[src/rtl/mips_lsu_pkg.sv]
// Shared definitions for the MIPS load/store unit: op codes, FSM states and
// small op-decoding helpers.
package mips_lsu_pkg;

    // Op code is {store, unsigned, size[1:0]}; size 00=byte, 01=half, 11=word
    localparam logic [3:0] OP_LB  = 4'b0000;
    localparam logic [3:0] OP_LH  = 4'b0001;
    localparam logic [3:0] OP_LW  = 4'b0011;
    localparam logic [3:0] OP_LBU = 4'b0100;
    localparam logic [3:0] OP_LHU = 4'b0101;
    localparam logic [3:0] OP_SB  = 4'b1000;
    localparam logic [3:0] OP_SH  = 4'b1001;
    localparam logic [3:0] OP_SW  = 4'b1011;

    typedef enum logic [1:0] {
        IDLE = 2'd0,
        RD   = 2'd1,
        WR   = 2'd2,
        RESP = 2'd3
    } lsu_state_e;

    function automatic logic is_store(input logic [3:0] op);
        return op[3];
    endfunction

    function automatic logic is_legal(input logic [3:0] op);
        case (op)
            OP_LB, OP_LH, OP_LW, OP_LBU, OP_LHU,
            OP_SB, OP_SH, OP_SW: return 1'b1;
            default:             return 1'b0;
        endcase
    endfunction

    // Halfwords need an even address, words a 4-byte aligned one
    function automatic logic is_misaligned(input logic [3:0] op, input logic [1:0] offset);
        case (op[1:0])
            2'b01:   return offset[0];
            2'b11:   return offset != 2'b00;
            default: return 1'b0;
        endcase
    endfunction

endpackage

[src/rtl/mips_lsu_lane.sv]
// Byte-lane steering for the load/store unit (big-endian): extracts and
// extends sub-word load data, and merges sub-word store data into a word.
module mips_lsu_lane
    import mips_lsu_pkg::*;
(
    input  logic [31:0] word_i,
    input  logic [1:0]  offset_i,
    input  logic [3:0]  op_i,
    input  logic [31:0] wdata_i,
    output logic [31:0] load_o,
    output logic [31:0] store_o
);

    logic [7:0]  byte_sel;
    logic [15:0] half_sel;

    // Select the addressed byte/halfword and sign- or zero-extend it
    always_comb begin
        byte_sel = 8'h00;
        case (offset_i)
            2'd0: byte_sel = word_i[31:24];
            2'd1: byte_sel = word_i[23:16];
            2'd2: byte_sel = word_i[15:8];
            2'd3: byte_sel = word_i[7:0];
            default: byte_sel = 8'h00;
        endcase
        half_sel = offset_i[1] ? word_i[15:0] : word_i[31:16];

        load_o = word_i;
        case (op_i[1:0])
            2'b00:   load_o = op_i[2] ? {24'h000000, byte_sel} : {{24{byte_sel[7]}}, byte_sel};
            2'b01:   load_o = op_i[2] ? {16'h0000, half_sel}   : {{16{half_sel[15]}}, half_sel};
            default: load_o = word_i;
        endcase
    end

    // Replace the addressed lane of the old word with the store data
    always_comb begin
        store_o = word_i;
        if (op_i[3]) begin
            case (op_i[1:0])
                2'b00: begin
                    case (offset_i)
                        2'd0: store_o[31:24] = wdata_i[7:0];
                        2'd1: store_o[23:16] = wdata_i[7:0];
                        2'd2: store_o[15:8]  = wdata_i[7:0];
                        2'd3: store_o[7:0]   = wdata_i[7:0];
                        default: store_o = word_i;
                    endcase
                end
                2'b01: begin
                    if (offset_i[1]) store_o[15:0]  = wdata_i[15:0];
                    else             store_o[31:16] = wdata_i[15:0];
                end
                default: store_o = wdata_i;
            endcase
        end
    end

endmodule

[src/rtl/mips_load_store_unit.sv]
// Multi-cycle load/store initiator towards the word-addressed data memory.
// Sub-word stores are read-modify-write; responses use a valid/ready channel.
module mips_load_store_unit
    import mips_lsu_pkg::*;
#(
    parameter int unsigned MEM_WORDS = 256
) (
    input  logic        clock,
    input  logic        reset_n,
    input  logic        req_valid,
    output logic        req_ready,
    input  logic [3:0]  req_op,
    input  logic [31:0] req_addr,
    input  logic [31:0] req_wdata,
    output logic        resp_valid,
    input  logic        resp_ready,
    output logic [31:0] resp_rdata,
    output logic        resp_err,
    output logic [31:0] mem_address,
    output logic [31:0] write_data,
    output logic        sig_mem_read,
    output logic        sig_mem_write,
    input  logic [31:0] read_data
);

    lsu_state_e  state_q, state_d;
    logic [3:0]  op_q;
    logic [31:0] addr_q;
    logic [31:0] wdata_q;
    logic [31:0] word_q;
    logic        err_q;

    logic        accept;
    logic        req_err;
    logic [31:0] load_data;
    logic [31:0] merge_data;

    assign accept  = req_valid && (state_q == IDLE);
    assign req_err = !is_legal(req_op)
                   || is_misaligned(req_op, req_addr[1:0])
                   || ({2'b00, req_addr[31:2]} >= MEM_WORDS);

    mips_lsu_lane u_lane (
        .word_i   (word_q),
        .offset_i (addr_q[1:0]),
        .op_i     (op_q),
        .wdata_i  (wdata_q),
        .load_o   (load_data),
        .store_o  (merge_data)
    );

    // State register
    always_ff @(posedge clock or negedge reset_n) begin
        if (!reset_n) state_q <= IDLE;
        else          state_q <= state_d;
    end

    // Request capture at accept and memory word capture at the end of RD
    always_ff @(posedge clock or negedge reset_n) begin
        if (!reset_n) begin
            op_q    <= '0;
            addr_q  <= '0;
            wdata_q <= '0;
            err_q   <= 1'b0;
            word_q  <= '0;
        end else begin
            if (accept) begin
                op_q    <= req_op;
                addr_q  <= req_addr;
                wdata_q <= req_wdata;
                err_q   <= req_err;
            end
            if (state_q == RD) word_q <= read_data;
        end
    end

    // Next-state selection
    always_comb begin
        state_d = state_q;
        case (state_q)
            IDLE: begin
                if (accept) begin
                    if (req_err)              state_d = RESP;
                    else if (req_op == OP_SW) state_d = WR;
                    else                      state_d = RD;
                end
            end
            RD:      state_d = is_store(op_q) ? WR : RESP;
            WR:      state_d = RESP;
            RESP:    if (resp_ready) state_d = IDLE;
            default: state_d = IDLE;
        endcase
    end

    // Outputs decoded from the current state and captured request
    always_comb begin
        req_ready     = (state_q == IDLE);
        resp_valid    = (state_q == RESP);
        resp_err      = (state_q == RESP) && err_q;
        resp_rdata    = '0;
        if ((state_q == RESP) && !err_q && !is_store(op_q)) resp_rdata = load_data;
        mem_address   = (state_q == IDLE) ? '0 : {addr_q[31:2], 2'b00};
        sig_mem_read  = (state_q == RD);
        sig_mem_write = (state_q == WR);
        write_data    = (state_q == WR) ? merge_data : '0;
    end

endmodule

[config.mk]
export PLATFORM = sky130hd
export DESIGN_NAME = mips_load_store_unit
export DESIGN_NICKNAME = d
export VERILOG_FILES = /design/src/rtl/mips_lsu_pkg.sv /design/src/rtl/mips_lsu_lane.sv /design/src/rtl/mips_load_store_unit.sv
export SDC_FILE = /design/constraint.sdc
export NUM_CORES = 1
export LEC_CHECK = 0
export CORE_ASPECT_RATIO = 1.1
export CORE_UTILIZATION = 43
export DETAILED_ROUTE_END_ITERATION = 6
export MAX_ROUTING_LAYER = met4
export PLACE_DENSITY_LB_ADDON = 0.08
export SLEW_MARGIN = 15
export SYNTH_ARGS = -nofsm -noshare
export SYNTH_HDL_FRONTEND = slang
export SYNTH_SLANG_ARGS = --single-unit
[constraint.sdc]
create_clock -name clock -period 2.2 [get_ports clock]
set_input_delay 0.22 -clock clock [delete_from_list [all_inputs] [get_ports clock]]
set_output_delay 0.22 -clock clock [all_outputs]
set_load 0.02 [all_outputs]
# [After elaboration in Yosys (flattened, before gate mapping)]
# Memory sizes are Yosys's and may differ from the RTL's.
# Index checks and enable logic that the tools add are counted.
[classes] order_cmp=1 eq_ne=12 n_mux=23 reduce_logical=14
[ops] operator="2-to-1 mux 32 bit" n=6
[ops] operator="one-hot mux 32 bit (2 select lines)" n=2
[ops] operator="2-to-1 mux 16 bit" n=3
[ops] operator="2-to-1 mux 8 bit" n=4
[ops] operator="one-hot mux 8 bit (4 select lines)" n=1
[ops] operator="greater-or-equal comparator 30 x 9 -> 1 bit, second input constant" n=1
[ops] operator="== test 2 bit, second input constant" n=5
[ops] operator="== test 2 x 1 -> 1 bit, second input constant" n=4
[ops] operator="2-to-1 mux 2 bit" n=4
[ops] operator="one-hot mux 2 bit (4 select lines)" n=1
[ops] operator="zero test 2 bit" n=3
[ops] operator="== test 4 bit, second input constant" n=1
[ops] operator="logical AND 1 bit" n=4
[ops] operator="inequality test 2 x 1 -> 1 bit, second input constant" n=2
[ops] operator="zero test 1 bit" n=3
[ops] operator="logical OR 1 bit" n=2
[ops] operator="one-hot mux 1 bit (2 select lines)" n=1
[ops] operator="AND reduction 2 bit" n=1
[ops] operator="nonzero test 2 bit" n=1
[ops] operator="2-to-1 mux 1 bit" n=1
[totals] regBits=103 romBits=16 input_bits=104 output_inout_bits=101 word_cells=57 memories=1
[memory_table] name="(name not given)" depth=16 width=1 read_ports=1 rd_ports_with_merged_regs=0 wr=0 line_no="mips_lsu_pkg.sv:27" source="case (op)"

# [Longest topological paths before layout]
[logic_depth] depth_word=7 ltp_mapped=7 ltp_nobuf=6

# [Hierarchy]
# From an unflattened synthesis, not the netlist that was laid out.
[hier_totals] cells_unflattened=617 area_unflattened_um2=6302.3
[modules_own_cells] module="mips_load_store_unit" instances=1 cells_each=360 area_per_inst_um2=4724.5 seq_area_each_um2=2577.5
[modules_own_cells] module="mips_lsu_lane" instances=1 cells_each=257 area_per_inst_um2=1577.8 seq_area_each_um2=0.0

# [Worst setup path before layout]
# Ideal clock, no wire load.
[synth_timing] path_type="reg-to-output" startpoint="register state_q[0]" endpoint="output resp_rdata[0]" arrival_time_ns=2.289 required_time_ns=1.980 slack_ns=-0.309 path_stages_with_launch=5 n_path_buf=1 path_cell_list="dfrtp_1 ha_1 or3b_1 buf_2 a2111oi_0"
[synth_via] elab_chain_len=4
[synth_rtl] element="from (decl)" line_no="mips_load_store_unit.sv:26" source="lsu_state_e state_q, state_d;"
[synth_rtl] element="from (signal assigned)" line_no="mips_load_store_unit.sv:55" source="else state_q <= state_d;"
[synth_rtl] element="== test 2 bit"
[synth_rtl] element="net resp_valid" line_no="mips_load_store_unit.sv:15" source="output logic resp_valid,"
[synth_rtl] element="logical AND 1 bit (2 in series)" line_no="mips_load_store_unit.sv:101" source="if ((state_q == RESP) && !err_q && !is_store(op_q)) resp_rdata = load_data;"
[synth_rtl] element="2-to-1 mux 32 bit" line_no="mips_load_store_unit.sv:101"
[synth_rtl] element="to (decl)" line_no="mips_load_store_unit.sv:17" source="output logic [31:0] resp_rdata,"
# The timed path passes the listed nets, and every way through them passes these cells.

# [Final worst setup path]
[layout_timing] startpoint="register state_q[1]" endpoint="output resp_rdata[23]"
[layout_via] elab_chain_len=4
[layout_rtl] element="== test 2 bit" line_no="mips_load_store_unit.sv:101"
[layout_rtl] element="logical AND 1 bit (2 in series)" line_no="mips_load_store_unit.sv:101"
[layout_rtl] element="2-to-1 mux 32 bit" line_no="mips_load_store_unit.sv:101"
# Every way passes these cells.

==> implementation parameters <==
Parameter                              Value

Run status
  Run status    complete, but fails checks
  Violated checks    negative setup slack

Worst setup path
  Slack of the worst reg-to-reg path    0.21 ns
  Worst Setup Start Kind    flop
  Class of the most critical setup path    reg -> out
  Arrival time reported for the critical path endpoint    around 2.1 ns
  Worst Setup End Kind    primary output
  RR Startpoint    state_q[0]
  Reg2reg end    state_q[0]
  Number of cells on the worst reg-to-reg path    9
  Data required time of the worst path    1.98 ns
  Biggest fanout along the worst timing path    6

Synth
  Main flop type after synthesis    dfrtp_1
  Syn. warnings    0
  Syn avg cell area    10.7 um2
  Synth cell count leaders    103 x dfrtp_1, 103 x mux2_2, 48 x nor2_1
  Post-synthesis sequential area ratio    42.2%
  Async set-or-reset flop fraction in the synthesized netlist    100%
  Flop and latch count out of synthesis    around 100
  Area leader, netlist    dfrtp_1
  Cell area after synthesis    6100 um2
  Post-synthesis instance total    572
  Count of distinct cell types in the synthesized netlist    55
  Ranking of synthesized cells by area    dfrtp_1 42%, mux2_2 19%, nor2b_1 3.4%
  Area share of the largest cell type after synthesis    42.2%
  Number of enable-type register cells in the synthesized netlist    0

Timing
  Unrepaired setup endpoints after global routing    yes
  Relative slew slack    65.6%
  Final worst path period share    107%
  Achievable clock frequency    425 MHz
  Fin. Hold Viols    0
  Final worst-path setup slack    -0.150 ns
  Minimum period implied by the final worst setup slack    about 2.4 ns
  Final setup vio count    35
  Worst clock skew    0.00405 ns
  Transition at the pin with the smallest max-transition slack    approximately 0.52 ns
  Max-slew violation total from the final report    0

Layout
  Number of fillers in the final layout    1071
  Ratio of cells with drive above 1 in the final layout    46.0%
  Number of diodes    0
  Final Cell Area    9920 um2
  Post-layout net count    961
  Synthesis-to-layout area growth    62.6%

Drt
  Wire length reported by the detailed router    approximately 22000 um
  Detailed Route Iter0 Violations    287
  Antenna viol nets, final    0
  Total number of vias    5811
  Total iterations of the first detailed-routing run    4
  DRC violations left    0
  Wire length per cell after detailed routing    20.6 um
  Detailed-route vias per instance    5.56

Die
  Number of placement rows    45
  DIE AREA    14700 um2
  Die Height    127 um
  Ports placed on the boundary    205
  Width of the die    116 um
  Initial Util    between 40 and 50%
  Core Area    13900 um2

Clock tree
  CTS Sinks    about 100
  TritonCTS clock tree    done
  Clk_lat worst skew    0.35 ns
  Number of CTS-inserted buffers    9
  CTS clock-pin slew for the worst setup and hold paths    0.07 ns
  Deepest clock path buffer count    2
  H-tree depth reported by CTS    3
  Clock root buffer    clkbuf_16

Pwr
  Clk network pwr share    9.7%
  Power after layout    16.1 mW
  Cell internal pwr    9.02 mW
  Comb power frac    ~67%
  Power density over the cells    around 1600 nW/um2
  Static leakage    4.29 nW
  Switching part of the total    44.0%
  Max VDD drop    0.000742 V
  Sequential share of power    23.7%
  Net switching power of the design    7.08 mW

Global route
  Initial antenna violation count    0
  Wire length of the first global-routing pass    32300 um
  Total gr overflow    0
  Total routing usage reported by global routing    30.4%
  Largest net degree at the start of global routing    41
  Number of global-route vias before repair    5949

Flow run
  Max-cap violations    0

Placement
  Gpl congestion    0.931
  Number of port buffers    202
  Setup WS pre-CTS    -0.237 ns
  Post-DP Area    8880 um2
  Dpl hpwl    15700 um

Worst hold path
  Min-delay worst type    in -> async
-- sequential cells by signal (all words and copies together) (netlist names) --
| register | count |
|---|---|
| addr_q | 32 |
| err_q | 1 |
| op_q | 4 |
| state_q | 2 |
| wdata_q | 32 |
| word_q | 32 |
-- layout make-up --
class | count | area (um2) | share of cell area [%]
multi-input cells | 413 | 3750 | 37.8
repair buffers | 316 | 3030 | 30.5
flip-flops and latches | 103 | 2580 | 26.0
well taps | 188 | 235 | 2.37
clock buffers | 9 | 225 | 2.27
clock inverters | 6 | 55.1 | 0.555
inverters | 10 | 43.8 | 0.441
-- cells by family after synthesis --
kind of cell	after synthesis	share of synthesized area, %
AOI/OAI and AO/OA	117	14.2
adders and majority gates	4	0.820
other	1	0.0615
DFF	103	42.2
muxes	122	23.8
and+or+nand+nor	167	14.2
buffers and inverters	58	4.70
-- critical path, cell delays in order, from the launching register on --
cell     delay [ns]
dfrtp_1        0.37
ha_2           0.18
or3b_4         0.42
buf_12         0.16
nor3_4         0.18
o21ai_4        0.13
buf_6          0.16
nand2_2        0.06
buf_6          0.11
-- timing repair --
| item | in CTS | in global routing |
|---|---|---|
| gates cloned | 1 | 2 |
| endpoints found under the hold margin | 35 | 0 |
| pin swaps | 10 | 25 |
| hold buffers | 1 | 0 |
| buffers inserted | 13 | 16 |
| gates resized for setup | 367 | 149 |
| setup endpoints to repair | 96 | 62 |
-- cell usage in the layout (no fill, tap or decap), types with 9 or more instances in the layout --
master,count
clkdlybuf4s50_1,105
mux2_2,103
buf_4,102
dfrtp_1,99
buf_6,47
nor2_1,43
nand2_1,33
nor2b_1,30
dlygate4sd2_1,30
a21oi_1,13
o21ai_0,12
buf_2,12
clkbuf_16,11
buf_12,11
o22ai_1,10
a22oi_2,9
mux2i_1,9
-- power by group through the flow --
stage	Combinational, mW	Sequential (mW)	Clock [mW]
floorplan	5.52	3.47	0
global placement	9.38	3.72	0
detailed placement	9.47	3.74	0
CTS	9.52	3.74	1.59
global route	11.3	3.90	1.65
finish	10.7	3.81	1.56
-- stage by stage --
step / hold WS, ns / utilization (%) / TNS (ns) / std cells
finish: 0.371 / 71.6 / -2.62 / 1045
global placement: 0.217 / 64.1 / -4.88 / 1003
global route: 0.428 / 71.6 / -5.18 / 1045
CTS: 0.393 / 66.6 / -3.17 / 1032
detailed placement: 0.225 / 64.1 / -6.96 / 1003
floorplan: -0.0756 / - / -0.319 / 573
-- how the worst max path moves through the flow --
stage	from	endpoint	slack, ns	depth (start not counted)
finish	state_q[1]	resp_rdata[23]	-0.15	8
global route	state_q[1]	resp_rdata[23]	-0.21	8
CTS	state_q[1]	resp_rdata[30]	-0.21	8
detailed placement	state_q[1]	resp_rdata[4]	-0.24	6
global placement	state_q[0]	resp_rdata[4]	-0.20	6
floorplan	state_q[0]	resp_rdata[0]	-0.05	4
-- layer usage --
layer	vias to the layer above	track usage [%]	part of all wire [%]
met5	-	-	0
met2	251	49.6	50
met1	2874	37.9	41
met4	0	10.6	2.9
li1	2646	-	-
met3	40	5.26	6.0
(Power assumes the default switching activity.)
